--- src/rtl/sync_fifo_mw.sv ---
// Synchronous multi-word FIFO: pushes 0..WMAX and pops 0..RMAX words per cycle,
// with all-or-nothing acceptance, threshold flags and sticky error flags.
module sync_fifo_mw #(
  parameter int DW     = 32,
  parameter int DL     = 3,
  parameter int WMAX   = 2,
  parameter int RMAX   = 2,
  parameter int AF_LVL = (1 << DL) - WMAX,
  parameter int AE_LVL = RMAX,
  parameter int CW     = $clog2(((WMAX > RMAX) ? WMAX : RMAX) + 1)
) (
  input  logic               clk,
  input  logic               rst,
  input  logic               clr,
  input  logic [CW-1:0]      wr_cnt,
  input  logic [WMAX*DW-1:0] wdata,
  output logic               wr_acc,
  input  logic [CW-1:0]      rd_cnt,
  output logic [RMAX*DW-1:0] rdata,
  output logic               rd_acc,
  output logic [DL:0]        occ,
  output logic [DL:0]        free,
  output logic               nempty,
  output logic               nfull,
  output logic               afull,
  output logic               aempty,
  output logic               ovf,
  output logic               udf
);

  localparam int DEPTH = 1 << DL;

  logic [DL:0]   top;
  logic [DL:0]   bot;
  logic [DW-1:0] mem [DEPTH];

  // Status is derived from the registered pointers only, so a same-cycle pop
  // never frees space for a push and a same-cycle push is never visible to a pop.
  assign occ    = top - bot;
  assign free   = (DL+1)'(DEPTH) - occ;
  assign nempty = (occ != '0);
  assign nfull  = (occ != (DL+1)'(DEPTH));
  assign afull  = (int'(occ) >= AF_LVL);
  assign aempty = (int'(occ) <= AE_LVL);

  assign wr_acc = (wr_cnt != '0) && (int'(wr_cnt) <= WMAX) && (int'(wr_cnt) <= int'(free));
  assign rd_acc = (rd_cnt != '0) && (int'(rd_cnt) <= RMAX) && (int'(rd_cnt) <= int'(occ));

  always_comb begin
    rdata = '0;
    for (int i = 0; i < RMAX; i++) begin
      rdata[DW*i +: DW] = mem[bot[DL-1:0] + DL'(i)];
    end
  end

  // NOTE: sequential state uses non-blocking assignments only, so every always_ff
  // sees the pre-edge values of top/bot regardless of block evaluation order.
  always_ff @(posedge clk) begin
    if (rst || clr) begin
      top <= '0;
      bot <= '0;
      ovf <= 1'b0;
      udf <= 1'b0;
    end else begin
      if (wr_acc) begin
        top <= top + (DL+1)'(wr_cnt);
      end else if (wr_cnt != '0) begin
        ovf <= 1'b1;
      end
      if (rd_acc) begin
        bot <= bot + (DL+1)'(rd_cnt);
      end else if (rd_cnt != '0) begin
        udf <= 1'b1;
      end
    end
  end

  // NOTE: storage is deliberately left out of reset; occupancy alone defines which
  // words are meaningful, and a reset-free array maps onto plain RAM.
  always_ff @(posedge clk) begin
    if (!rst && !clr && wr_acc) begin
      for (int i = 0; i < WMAX; i++) begin
        if (i < int'(wr_cnt)) begin
          mem[top[DL-1:0] + DL'(i)] <= wdata[DW*i +: DW];
        end
      end
    end
  end

endmodule

--- config.mk ---
export PLATFORM = sky130hd
export DESIGN_NAME = sync_fifo_mw
export DESIGN_NICKNAME = d
export VERILOG_FILES = /design/src/rtl/sync_fifo_mw.sv
export SDC_FILE = /design/constraint.sdc
export NUM_CORES = 1
export LEC_CHECK = 0
export CORE_MARGIN = 3
export CORE_UTILIZATION = 40
export DETAILED_ROUTE_END_ITERATION = 8
export HOLD_SLACK_MARGIN = 0.03
export PLACE_DENSITY = 0.58
export SLEW_MARGIN = 20
export SYNTH_ARGS = -nofsm -noshare
export SYNTH_HDL_FRONTEND = slang
export SYNTH_SLANG_ARGS = --single-unit
--- constraint.sdc ---
create_clock -name clk -period 6.1 [get_ports clk]
set_input_delay 1.22 -clock clk [delete_from_list [all_inputs] [get_ports clk]]
set_output_delay 1.22 -clock clk [all_outputs]
set_load 0.05 [all_outputs]
Yosys cells after proc, flatten, opt, wreduce, memory -nomap -nowiden
Memory sizes are Yosys's and may differ from the RTL's. A register that Yosys moved wholly into a read port is not among the register bits.
Cells that the tools add are included.
W data, S select, Z words.
- register bits after elaboration: 10
- memory bits (writable): 256
- logic and storage cells: 44
- memories kept: 1
- memory list (memory ; words ; width ; read ports ; clocked after memory_dff ; write ports ; RTL line ; source):
    mem ; 8 ; 32 ; 2 ; 1 ; 2 ; 35 ; logic [DW-1:0] mem [DEPTH];
- add/subtract/negate cells: 6
- magnitude comparators: 8
- eq/ne operators: 1
- mux-type cells: 8
- bitwise gates (word level): 2
- reduce and logical (&&, ||, !) cells: 14
- operators with widths (cell ; number):
    $add A4 B2 Y4 ; 2
    $le A2 B4 Y1 ; 2
    $add A3 B1 Y3 const B ; 2
    $logic_and A1 B1 Y1 ; 6
    $mux W1 ; 6
    $mux W3 ; 2
    $ge A4 B3 Y1 const B ; 1
    $le A2 B2 Y1 const B ; 2
    $le A4 B2 Y1 const B ; 1
    $lt A1 B2 Y1 const A ; 2
    $ne A4 B4 Y1 const B ; 1
    $reduce_and A2 Y1 ; 2
    $reduce_bool A2 Y1 ; 2
    $reduce_bool A4 Y1 ; 1
    $sub A4 B4 Y4 ; 1
    $sub A4 B4 Y4 const A ; 1
    $logic_not A1 Y1 ; 2
    $not A1 Y1 ; 2
    $logic_or A1 B1 Y1 ; 1

Longest topological paths before layout
Gate-level depths: netlist of the first run.
- depth after elaboration: 7
- gate-level depth with buffers: 13
- gate-level depth less buffers: 11

Worst setup path after synthesis of the first run
No wires, ideal clock.
- path type: register to register
- start: register top[0]
- end: memory mem[1][0] (enable)
- setup time: 421 ps
- arrival time: 5000 ps
- slack: 679 ps
- stages on the path, launching flop included: 13
- buffers on the path: 2
- clock period less this slack: 5421 ps
- path through: dfxtp_1 -> inv_1 -> ha_1 -> inv_1 -> fa_1 -> inv_1 -> ha_1 -> xnor2_1 -> or2_0 -> buf_2 -> o21ai_1 -> buf_2 -> nor2_1
- RTL lines (element ; RTL line ; source):
    from (decl) ; 33 ; logic [DL:0] top;
    from (signal assigned) ; 66 ; top <= top + (DL+1)'(wr_cnt);
    to (decl) ; 35 ;

Worst setup path after layout of the first run
- start: register top[0]
- end: output port wr_acc
- cells in the longest elaborated chain, start to end: 4
- RTL lines (element ; RTL line ; source):
    $sub A4 B4 Y4 ; 39 ; assign occ = top - bot;
    $sub A4 B4 Y4 ; 40 ; assign free = (DL+1)'(DEPTH) - occ;
    $le A2 B4 Y1 ; 46 ; assign wr_acc = (wr_cnt != '0) && (int'(wr_cnt) <= WMAX) && (int'(wr_cnt) <= int'(free));
    $logic_and A1 B1 Y1 ; 46 ;
    to (decl) ; 17 ; output logic wr_acc,
Every way passes these cells.

==> results of run 1 <==
## layer usage
metal,up-vias,global-route usage (%)
met5,-,0
met4,4,4.320
met3,57,2.832
met2,236,35.33
met1,5015,29.35
li1,4118,-
## final timing paths
path	slack, ps	end	startpoint	cells past startpoint
worst max-delay path	520	wr_acc	top[0]$_SDFFE_PP0P_	12
worst min-delay path	460	udf$_SDFFE_PP0P_	udf$_SDFFE_PP0P_	2
worst max register to register	950	mem[7][22]$_DFFE_PP_	top[0]$_SDFFE_PP0P_	13
worst min register to register	460	udf$_SDFFE_PP0P_	udf$_SDFFE_PP0P_	2
## cell type report
type,count,area (µm²)
multi-input cells,574,7637
diodes,1,2.502
flip-flops and latches,269,7958
repair buffers,180,1749
inverters,18,68.82
fillers,3340,19840
well taps,518,648.1
clock inverters,23,226.5
clock buffers,34,787.0
## metrics by stage
step           util (%)  cells  power, mW
6_report          49.02   1617      5.486
4_1_cts           49.01   1616      5.552
5_1_grt           49.02   1617      5.701
2_1_floorplan         -    925      3.158
3_5_place_dp      46.41   1559      3.673
3_3_place_gp      46.41   1559      3.672
## kinds of logic (layout without fill, tap and decap cells)
family,Yosys count,in the layout,share of synthesized area [%]
muxes,452,452,41.13
DFF,269,269,50.08
buffers and inverters,82,255,2.649
and+or+nand+nor,56,56,1.837
AOI/OAI and AO/OA,40,40,2.105
adders and majority gates,20,20,1.719
xor gates and xnor gates,6,6,0.4810
other,0,1,0
## state kept, by name (all words and copies together), names as in the netlist, named ones only
| signal | cells |
|---|---|
| top | 4 |
| bot | 4 |
| mem | 256 |
| ovf | 1 |
| udf | 1 |
## report_power, final
part | internal [mW] | leakage, nW | switching [mW]
registers | 2.07 | 2.41 | 0.0390
logic | 0.603 | 3.10 | 0.909
clock network | 1.13 | 0.494 | 0.741
## worst max-delay path: stages, from the launching register on
cell and delay (ps):
dfxtp_1 520, inv_1 160, ha_1 230, inv_1 60, fa_1 490, ha_1 330
ha_1 290, nor2b_1 110, o21ai_0 90, or2_0 490, o21ai_2 710, inv_1 90
buf_4 210
## placed cells by master (no fill, tap or decap), types with 6 or more instances in the layout
cell type,Yosys,layout
clkbuf_16,0,31
inv_1,17,17
clkdlybuf4s50_1,0,149
clkinv_1,0,14
a21oi_1,7,6
mux2_2,219,219
a22oi_1,6,6
buf_4,7,29
nor2_1,19,11
mux4_2,128,128
nor2_4,0,8
nand2_1,10,10
ha_1,17,16
edfxtp_1,256,256
dfxtp_1,13,9
mux2_1,101,101
==> key figures, run 1 <==
Outcome
  • Status: completed

STA
  • Worst Tran Pin Value: approximately 1000 ps
  • Setup TNS: 0 ps
  • Max Fclk: between 150 and 200 MHz
  • Clock Skew: 5.325 ps
  • RSZ-0062 raised after global routing: false
  • Final hold violations: 0
  • Min cycle time layout: roughly 5600 ps
  • Setup ws final: ~520 ps
  • Relative slew slack: approximately a third
  • # setup viols final: 0
  • Hold_ws: 462.4 ps
  • Final worst path period share: between 90 and 100%
  • Fin. max-slew vios: 0

Clock tree
  • Worst-path clk slew: approximately 60 ps
  • CTS H-tree lvls: 1
  • TritonCTS clock tree: built
  • CTS buffer count: 31
  • Clock buffer depth: 3
  • Clock net sink count: approximately 270
  • Clock Tree Root: clkbuf_16
  • Post-CTS setup buffer count: 0
  • Resized Gates After CTS: 0
  • Hold Buf Count CTS: 0
  • Worst skew pair latency: between 500 and 600 ps

Route
  • Met2 Wirelength: approximately 22000 µm
  • Wire per inst: around 27 µm
  • DRT iter0 DRCs: roughly 680
  • Final wirelength: 43880 µm
  • DR vias/cell: around 5.8
  • Antenna-violating nets left: 0
  • Metal-1 WL: about 19000 µm
  • Total vias in the final route: 9430
  • Post-route DRC: 0
  • WL met3: between 1500 and 2000 µm
  • DR pass1 iterations: 5
  • Max layer used: met5

Synthesis
  • Yosys warns: 0
  • Synthesized area: ~0.016 mm²
  • Synth unique cells: 49
  • Register area share after synthesis: about half
  • Top cells by area, synth: edfxtp_1 (48%), mux4_2 (18%), mux2_2 (16%), mux2_1 (7.2%), dfxtp_1 (1.6%)
  • Leading cell type by number of instances after synthesis: edfxtp_1
  • Syn_nets: a little over 1000
  • Share of the synthesized area in the top cell type: 48.44%
  • Asr flop ratio synth: 0%
  • Yosys top cell by area: edfxtp_1
  • Mean cell area of the mapped netlist: about 17 µm²
  • Number of flops mapped to enable cells by yosys: 256
  • Synthesized flop and latch total: 269
  • Cell count after synthesis: between 900 and 1000
  • Ys flop type: edfxtp_1
  • Most frequent cells after synthesis: edfxtp_1 (256), mux2_2 (219), mux4_2 (128), mux2_1 (101), clkbuf_1 (20)

Worst setup path
  • CP endpoint kind: output pin
  • Crit path max fanout: 9
  • WP data arrival: about 4400 ps
  • Startpoint Class: register
  • WS Path Type: reg -> out
  • Data required, critical path: about 5000 ps

Place
  • RD Place Congestion: between 0.7 and 0.8
  • DP Area: around 0.018 mm²
  • Dpl hpwl: 26000 µm
  • DP Worst Slack: between 800 and 900 ps
  • Port bufs: 150

Floorplanning
  • Core Box Area: about 0.039 mm²
  • Row Count: 72
  • Die X: a little over 200 µm
  • Die Span Y: slightly above 200 µm
  • Starting Density: ~41%
  • Die area: about 0.042 mm²
  • Top Ports: ~150

GRT
  • Total gr overflow: 0
  • Largest net degree at the start of global routing: 39
  • Initial antenna violation count: 3
  • Global-route wire length before repair: around 66000 µm
  • GRT Util Overall: about a fifth
  • Vias in the first global route: approximately 10000

Finish
  • Fraction of layout cells with a size suffix above 1: ~40%
  • P&R area growth vs syn: 20.22%
  • Post-route design area: ~0.019 mm²
  • Final nets: approximately 1200

Flow run
  • Max Cap Viol: 0

Power and ir drop
  • Worst VDD drop: about 0.00019 V
  • Lkg Pwr: roughly 6.0 nW
  • Power per cell area: 287.6 mW/mm²

Min path
  • Hold Path Class: reg -> reg
No activity file was read; power rests on OpenSTA's default activity.
==> run 2, diff against run 1 <==
Settings changed: DONT_BUFFER_PORTS set to 1, PLACE_DENSITY 0.58 to 0.53.
Clock period 6.1 ns to 6.5 ns, I/O delays scaled along.
==> run 2 against run 1 <==
  * Design area is 7.2% lower
  * Utilization decreased by 3.5 points
  * Sequential share of layout area is 3.3 points higher
  * Wire length grew 3.6%
  * Clock skew up 8.9 ps
  * Hold slack improved by 34 ps
  * Final cell count down 9.2%
  * Die area unchanged
==> key figures, run 2 (same netlist as run 1, synthesis figures left out) <==
Route
  • DRT iter0 DRCs: 641
  • Wire per inst: between 30 and 40 µm
  • Final wirelength: 45450 µm
  • DR pass1 iterations: 5
  • Total vias in the final route: between 9000 and 10000
  • Antenna-violating nets left: 0
  • Post-route DRC: 0
  • DR vias/cell: slightly above 6

Clock tree
  • Clock net sink count: ~270
  • CTS H-tree lvls: 2
  • CTS buffer count: 34
  • Resized Gates After CTS: 0
  • TritonCTS clock tree: built
  • Worst-path clk slew: around 50 ps
  • Clock Tree Root: clkbuf_16
  • Worst skew pair latency: between 500 and 600 ps
  • Post-CTS setup buffer count: 0
  • Hold Buf Count CTS: 0
  • Clock buffer depth: 3

STA
  • Relative slew slack: between 30% and 40%
  • Min cycle time layout: 5857 ps
  • Worst Tran Pin Value: between 1000 and 1500 ps
  • Max Fclk: 170.7 MHz
  • Final worst path period share: approximately 90%
  • Clock Skew: approximately 14 ps
  • Final hold violations: 0
  • Hold_ws: approximately 500 ps
  • Setup ws final: around 640 ps
  • RSZ-0062 raised after global routing: false
  • # setup viols final: 0
  • Setup TNS: 0 ps
  • Fin. max-slew vios: 0

Worst setup path
  • Slowest-stage cell, CP: fa_1
  • Crit path max fanout: 12
  • Data required, critical path: around 5200 ps
  • WP data arrival: about 4600 ps
  • CP endpoint kind: output pin
  • Startpoint Class: register
  • Slowest stage delay, CP: between 900 and 1000 ps
  • WS Path Type: reg -> out
  • CP Cell Sequence: inv_1 -> ha_1 -> inv_1 -> fa_1 -> ha_1 -> ha_1 -> nor2b_1 -> o21ai_0 -> or2_0 -> o21ai_2 -> buf_4 -> inv_1 -> buf_4

Floorplanning
  • Die X: slightly above 200 µm
  • Die Span Y: ~210 µm
  • Starting Density: roughly two fifths
  • Top Ports: around 150
  • Die area: 0.04210 mm²
  • Core Box Area: 0.03892 mm²
  • Row Count: just over 70

Power and ir drop
  • Lkg Pwr: about 5.5 nW
  • Int Pwr: 3.456 mW
  • Clock Power Share: a little under two fifths
  • Logic pwr share: 23.4%
  • Worst VDD drop: about 0.00016 V
  • Sw Share: ~31%
  • Power per cell area: 283.1 mW/mm²
  • Pwr Total: about 5.0 mW
  • Reg power frac: 39.6%
  • P_sw: about 1.6 mW

Finish
  • Area of the multi-input gates: approximately 0.0076 mm²
  • Fraction of layout cells with a size suffix above 1: 48.32%
  • Final nets: between 1000 and 1500
  • FILL cells: around 3400
  • ANT cells: 0
  • Largest register FFs: 256
  • FF/Latch Area: roughly 0.008 mm²
  • Most frequent cells in the layout: edfxtp_1 (256), mux2_2 (219), mux4_2 (128), mux2_1 (101), clkbuf_16 (35)
  • Commonest non-fill, non-tap cell in the layout: edfxtp_1
  • P&R area growth vs syn: 11.53%

GRT
  • Global-route wire length before repair: 67540 µm
  • Largest net degree at the start of global routing: 47
  • Vias in the first global route: 10100
  • Initial antenna violation count: 0
  • Total gr overflow: 0
  • GRT Util Overall: between 20% and 30%

Min path
  • Hold Path Class: reg -> reg

Flow run
  • Max Cap Viol: 0

Place
  • RD Place Congestion: 0.8307
  • Port bufs: 0
  • Dpl hpwl: roughly 29000 µm
  • DP Worst Slack: 1142 ps

Outcome
  • Status: completed
## run 2: cell types whose count changed in the layout (fill, tap and decap cells not counted), sizes merged
cell	previous run	this run
buf	31	34
bufinv	5	4
clkbuf	34	38
clkdlybuf4s50	149	0
clkinv	18	12
clkinvlp	0	1
diode	1	0
## run 2: final cells by class
cell class | instances | area share (%)
inverters | 18 | 0.3888
repair buffers | 34 | 1.725
multi-input cells | 574 | 43.18
well taps | 518 | 3.662
flip-flops and latches | 269 | 44.98
clock buffers | 38 | 5.012
clock inverters | 17 | 1.053
## run 2: layer usage
metal | part of all wire [%] | wire length [µm] | global-route usage [%] | vias up
met1 | 40 | 18070 | 27.11 | 4801
met5 | 0 | 0 | 0 | -
met3 | 7.1 | 3248 | 5.980 | 75
met2 | 51 | 22990 | 37.67 | 298
li1 | - | - | - | 3847
met4 | 2.5 | 1139 | 6.029 | 0
## run 2: per-stage QoR
stage	utilization [%]	cells	instance area, µm²
6_report	45.48	1468	17700
5_1_grt	45.48	1468	17700
4_1_cts	45.43	1467	17680
3_5_place_dp	42.67	1412	16600
3_3_place_gp	42.67	1412	16600
2_1_floorplan	-	925	15870
## run 2: worst paths after layout
| kind | slack (ps) | startpoint | to | depth (start not counted) |
|---|---|---|---|---|
| min reg2reg | 500 | top[3]$_SDFFE_PP0P_ | top[3]$_SDFFE_PP0P_ | 2 |
| max reg2reg | 1330 | top[0]$_SDFFE_PP0P_ | mem[6][14]$_DFFE_PP_ | 13 |
| max | 640 | top[0]$_SDFFE_PP0P_ | wr_acc | 13 |
| min | 500 | top[3]$_SDFFE_PP0P_ | top[3]$_SDFFE_PP0P_ | 2 |
## run 2: power by group through the flow
| stage | clock network, mW | registers (mW) | logic, mW |
|---|---|---|---|
| after floorplan | 0 | 1.99 | 0.971 |
| after global placement | 0 | 2.02 | 1.17 |
| after detailed placement | 0 | 2.03 | 1.18 |
| after CTS | 1.90 | 1.99 | 1.18 |
| after global routing | 1.96 | 1.99 | 1.24 |
| final | 1.85 | 1.98 | 1.17 |
## run 2: worst max-delay path, delay by kind of cell (launching register included)
kind / cells / cell delay (ps)
adder cells (fa/ha/maj): 4 / 1800
AO/OA/AOI/OAI: 2 / 260
AND/OR/NAND/NOR: 2 / 840
buffers and inverters: 5 / 760
flip-flops: 1 / 390
==> run 3, diff against run 2 <==
Settings changed: ABC_AREA set to 1.
==> run 3 against run 2 <==
  * Register-to-register slack worse by 90 ps
  * Highest routed layer unchanged
  * Via count is 88% higher
  * Utilization is 0.73 points lower
==> key figures, run 3 <==
Synthesis
  • Asr flop ratio synth: 0%
  • Most frequent cells after synthesis: nand2_1 (366), nand3_1 (274), o21ai_0 (263), edfxtp_1 (256), o21bai_1 (256)
  • Number of flops mapped to enable cells by yosys: around 260
  • Mean cell area of the mapped netlist: around 7.9 µm²
  • Synthesized flop and latch total: 269
  • Cell count after synthesis: approximately 2300
  • Yosys top cell by area: edfxtp_1
  • Top cells by area, synth: edfxtp_1 (42%), o21bai_1 (11%), nand2_1 (7.5%), nand3_1 (7.5%), o21ai_0 (7.2%)
  • Synth unique cells: 32
  • Yosys warns: 0
  • Share of the synthesized area in the top cell type: 42.01%
  • Syn_nets: around 2400
  • Register area share after synthesis: between 40% and 50%
  • Leading cell type by number of instances after synthesis: nand2_1
  • Synthesized area: 0.01830 mm²
  • Ys flop type: edfxtp_1

Worst setup path
  • CP Cell Sequence: inv_2 -> ha_1 -> inv_2 -> fa_1 -> inv_2 -> ha_1 -> inv_1 -> nand3_1 -> nand2_1 -> nor2_1 -> nand3_1 -> nand2_1 -> inv_1
  • Slowest stage delay, CP: around 900 ps
  • Startpoint Class: register
  • Data required, critical path: 5200 ps
  • Slowest-stage cell, CP: fa_1
  • Crit path max fanout: 11
  • CP delay by family, top: adder cells
  • Critical path buffers and inverters: 5
  • WS Path Type: reg -> out
  • Cell mode on critical path: inv_2
  • WP data arrival: about 4100 ps
  • CP endpoint kind: output pin

GRT
  • Vias in the first global route: ~16000
  • Gr busiest metal: met2
  • Global-route met1 utilization: a little under two fifths
  • Global-route wire length before repair: roughly 100000 µm
  • Largest net degree at the start of global routing: roughly 180
  • GRT Util Overall: 26.92%
  • Initial antenna violation count: 0
  • Met2 GRT Util: 43.04%
  • Total gr overflow: 0
  • Met3 Usage GRT: roughly 4.2%

STA
  • Worst Tran Pin Value: around 1000 ps
  • RSZ-0062 raised after global routing: false
  • # setup viols final: 0
  • Final worst path period share: about 83%
  • Min cycle time layout: about 5400 ps
  • Max Fclk: 184.7 MHz
  • Setup TNS: 0 ps
  • Clock Skew: about 18 ps
  • Final hold violations: 0
  • Relative slew slack: between 30% and 40%
  • Fin. max-slew vios: 0

Floorplanning
  • Die X: about 220 µm
  • Starting Density: just over 40%
  • Die area: around 0.048 mm²
  • Core Box Area: 0.04470 mm²
  • Top Ports: roughly 150
  • Row Count: 77
  • Die Span Y: ~220 µm

Route
  • Wire per inst: 23.17 µm
  • DR pass1 iterations: 8
  • Antenna-violating nets left: 0
  • DRT iter0 DRCs: between 1500 and 2000
  • DR vias/cell: 5.973
  • Final wirelength: between 60000 and 70000 µm
  • Post-route DRC: 0
  • Total vias in the final route: around 17000

Clock tree
  • Worst-path clk slew: around 50 ps
  • Hold Buf Count CTS: 0
  • Clock net sink count: approximately 270
  • Worst skew pair latency: 550 ps
  • Clock buffer depth: 3
  • Clock Tree Root: clkbuf_16
  • Post-CTS setup buffer count: 0
  • CTS buffer count: 35
  • TritonCTS clock tree: built
  • CTS H-tree lvls: 2
  • Resized Gates After CTS: 0

Power and ir drop
  • Lkg Pwr: ~7.3 nW
  • Power per cell area: approximately 330 mW/mm²
  • Worst VDD drop: 0.0005016 V

Finish
  • Most frequent cells in the layout: nand2_1 (366), nand3_1 (274), o21ai_0 (259), o21bai_1 (256), edfxtp_1 (256)
  • Final nets: between 2000 and 2500
  • Commonest non-fill, non-tap cell in the layout: nand2_1
  • Fin cells: 2840
  • ANT cells: 0
  • Largest register FFs: between 200 and 300
  • P&R area growth vs syn: 9.320%
  • Fraction of layout cells with a size suffix above 1: 8.274%

Flow run
  • Max Cap Viol: 0

Place
  • Placed cell count: between 2000 and 3000
  • Dpl hpwl: approximately 36000 µm
  • RD Place Congestion: between 0.8 and 0.9
  • Port bufs: 0

Outcome
  • Status: completed

Min path
  • Hold Path Class: reg -> reg
run 3: changes by cell type in the layout (fill, tap and decap cells not counted), sizes merged, moves of 128 or more:
| cell | change |
|---|---|
| inv | +152 |
| mux2 | -320 |
| nand3 | +271 |
| o21bai | +256 |
| mux4 | -128 |
| a21oi | +164 |
| nand2 | +357 |
| o21ai | +260 |
| nor2 | +161 |
run 3: report_power, final:
group          total (mW)  switching (mW)  internal, mW
sequential           2.01          0.0484          1.96
clock                1.90           0.789          1.11
combinational        2.70            2.07         0.626
run 3: final cells by class:
type                            instances  area, µm²
Multi-Input combinational cell       1646       8772
Clock buffer                           43      948.4
Clock inverter                         18      130.1
Timing Repair Buffer                  101      808.3
Tap cell                              592      740.7
Sequential cell                       269       7958
Inverter                              171      645.6
Fill cell                            4434      24700
run 3: logic make-up after synthesis:
logic type	after synthesis	synth area share, %
adder cells (fa/ha/maj)	20	1.491
AND/OR/NAND/NOR	825	18.95
AO/OA/AOI/OAI	795	26.16
flip-flops	269	43.44
buffers and inverters	406	9.642
XOR/XNOR	6	0.3283
run 3: worst min-delay path, delay by kind of cell, from the launching register on:
family	cells	cell delay [ps]
AOI/OAI and AO/OA	1	60
DFF	1	350
and+or+nand+nor	1	80
run 3: metrics by stage:
| step | setup WS [ps] | area (µm²) | util (%) | hold WS, ps | total power, mW |
|---|---|---|---|---|---|
| finish | 1086 | 20000 | 44.75 | 540.3 | 6.608 |
| global route | 793.4 | 20000 | 44.75 | 565.2 | 6.900 |
| CTS | 1058 | 20000 | 44.75 | 551.8 | 6.622 |
| detailed placement | 1239 | 18920 | 42.33 | 542.2 | 4.728 |
| global placement | 1275 | 18890 | 42.25 | 534.6 | 4.701 |
| floorplan | 270.9 | 18300 | - | 494.8 | 3.971 |
run 3: final timing paths:
check | startpoint | cells past startpoint | endpoint | slack (ps)
setup / recovery | top[0]$_SDFFE_PP0P_ | 13 | wr_acc | 1090
hold / removal | top[3]$_SDFFE_PP0P_ | 2 | top[3]$_SDFFE_PP0P_ | 540
setup reg to reg | top[0]$_SDFFE_PP0P_ | 16 | mem[3][2]$_DFFE_PP_ | 1240
hold reg to reg | top[3]$_SDFFE_PP0P_ | 2 | top[3]$_SDFFE_PP0P_ | 540
run 3: metal layers:
| metal | part of all wire [%] | routed length, µm | vias up |
|---|---|---|---|
| met3 | 8.3 | 5445 | 84 |
| met2 | 46 | 30220 | 749 |
| li1 | - | - | 7863 |
| met4 | 1.9 | 1239 | 0 |
| met1 | 44 | 28890 | 8267 |
| met5 | 0 | 0 | - |
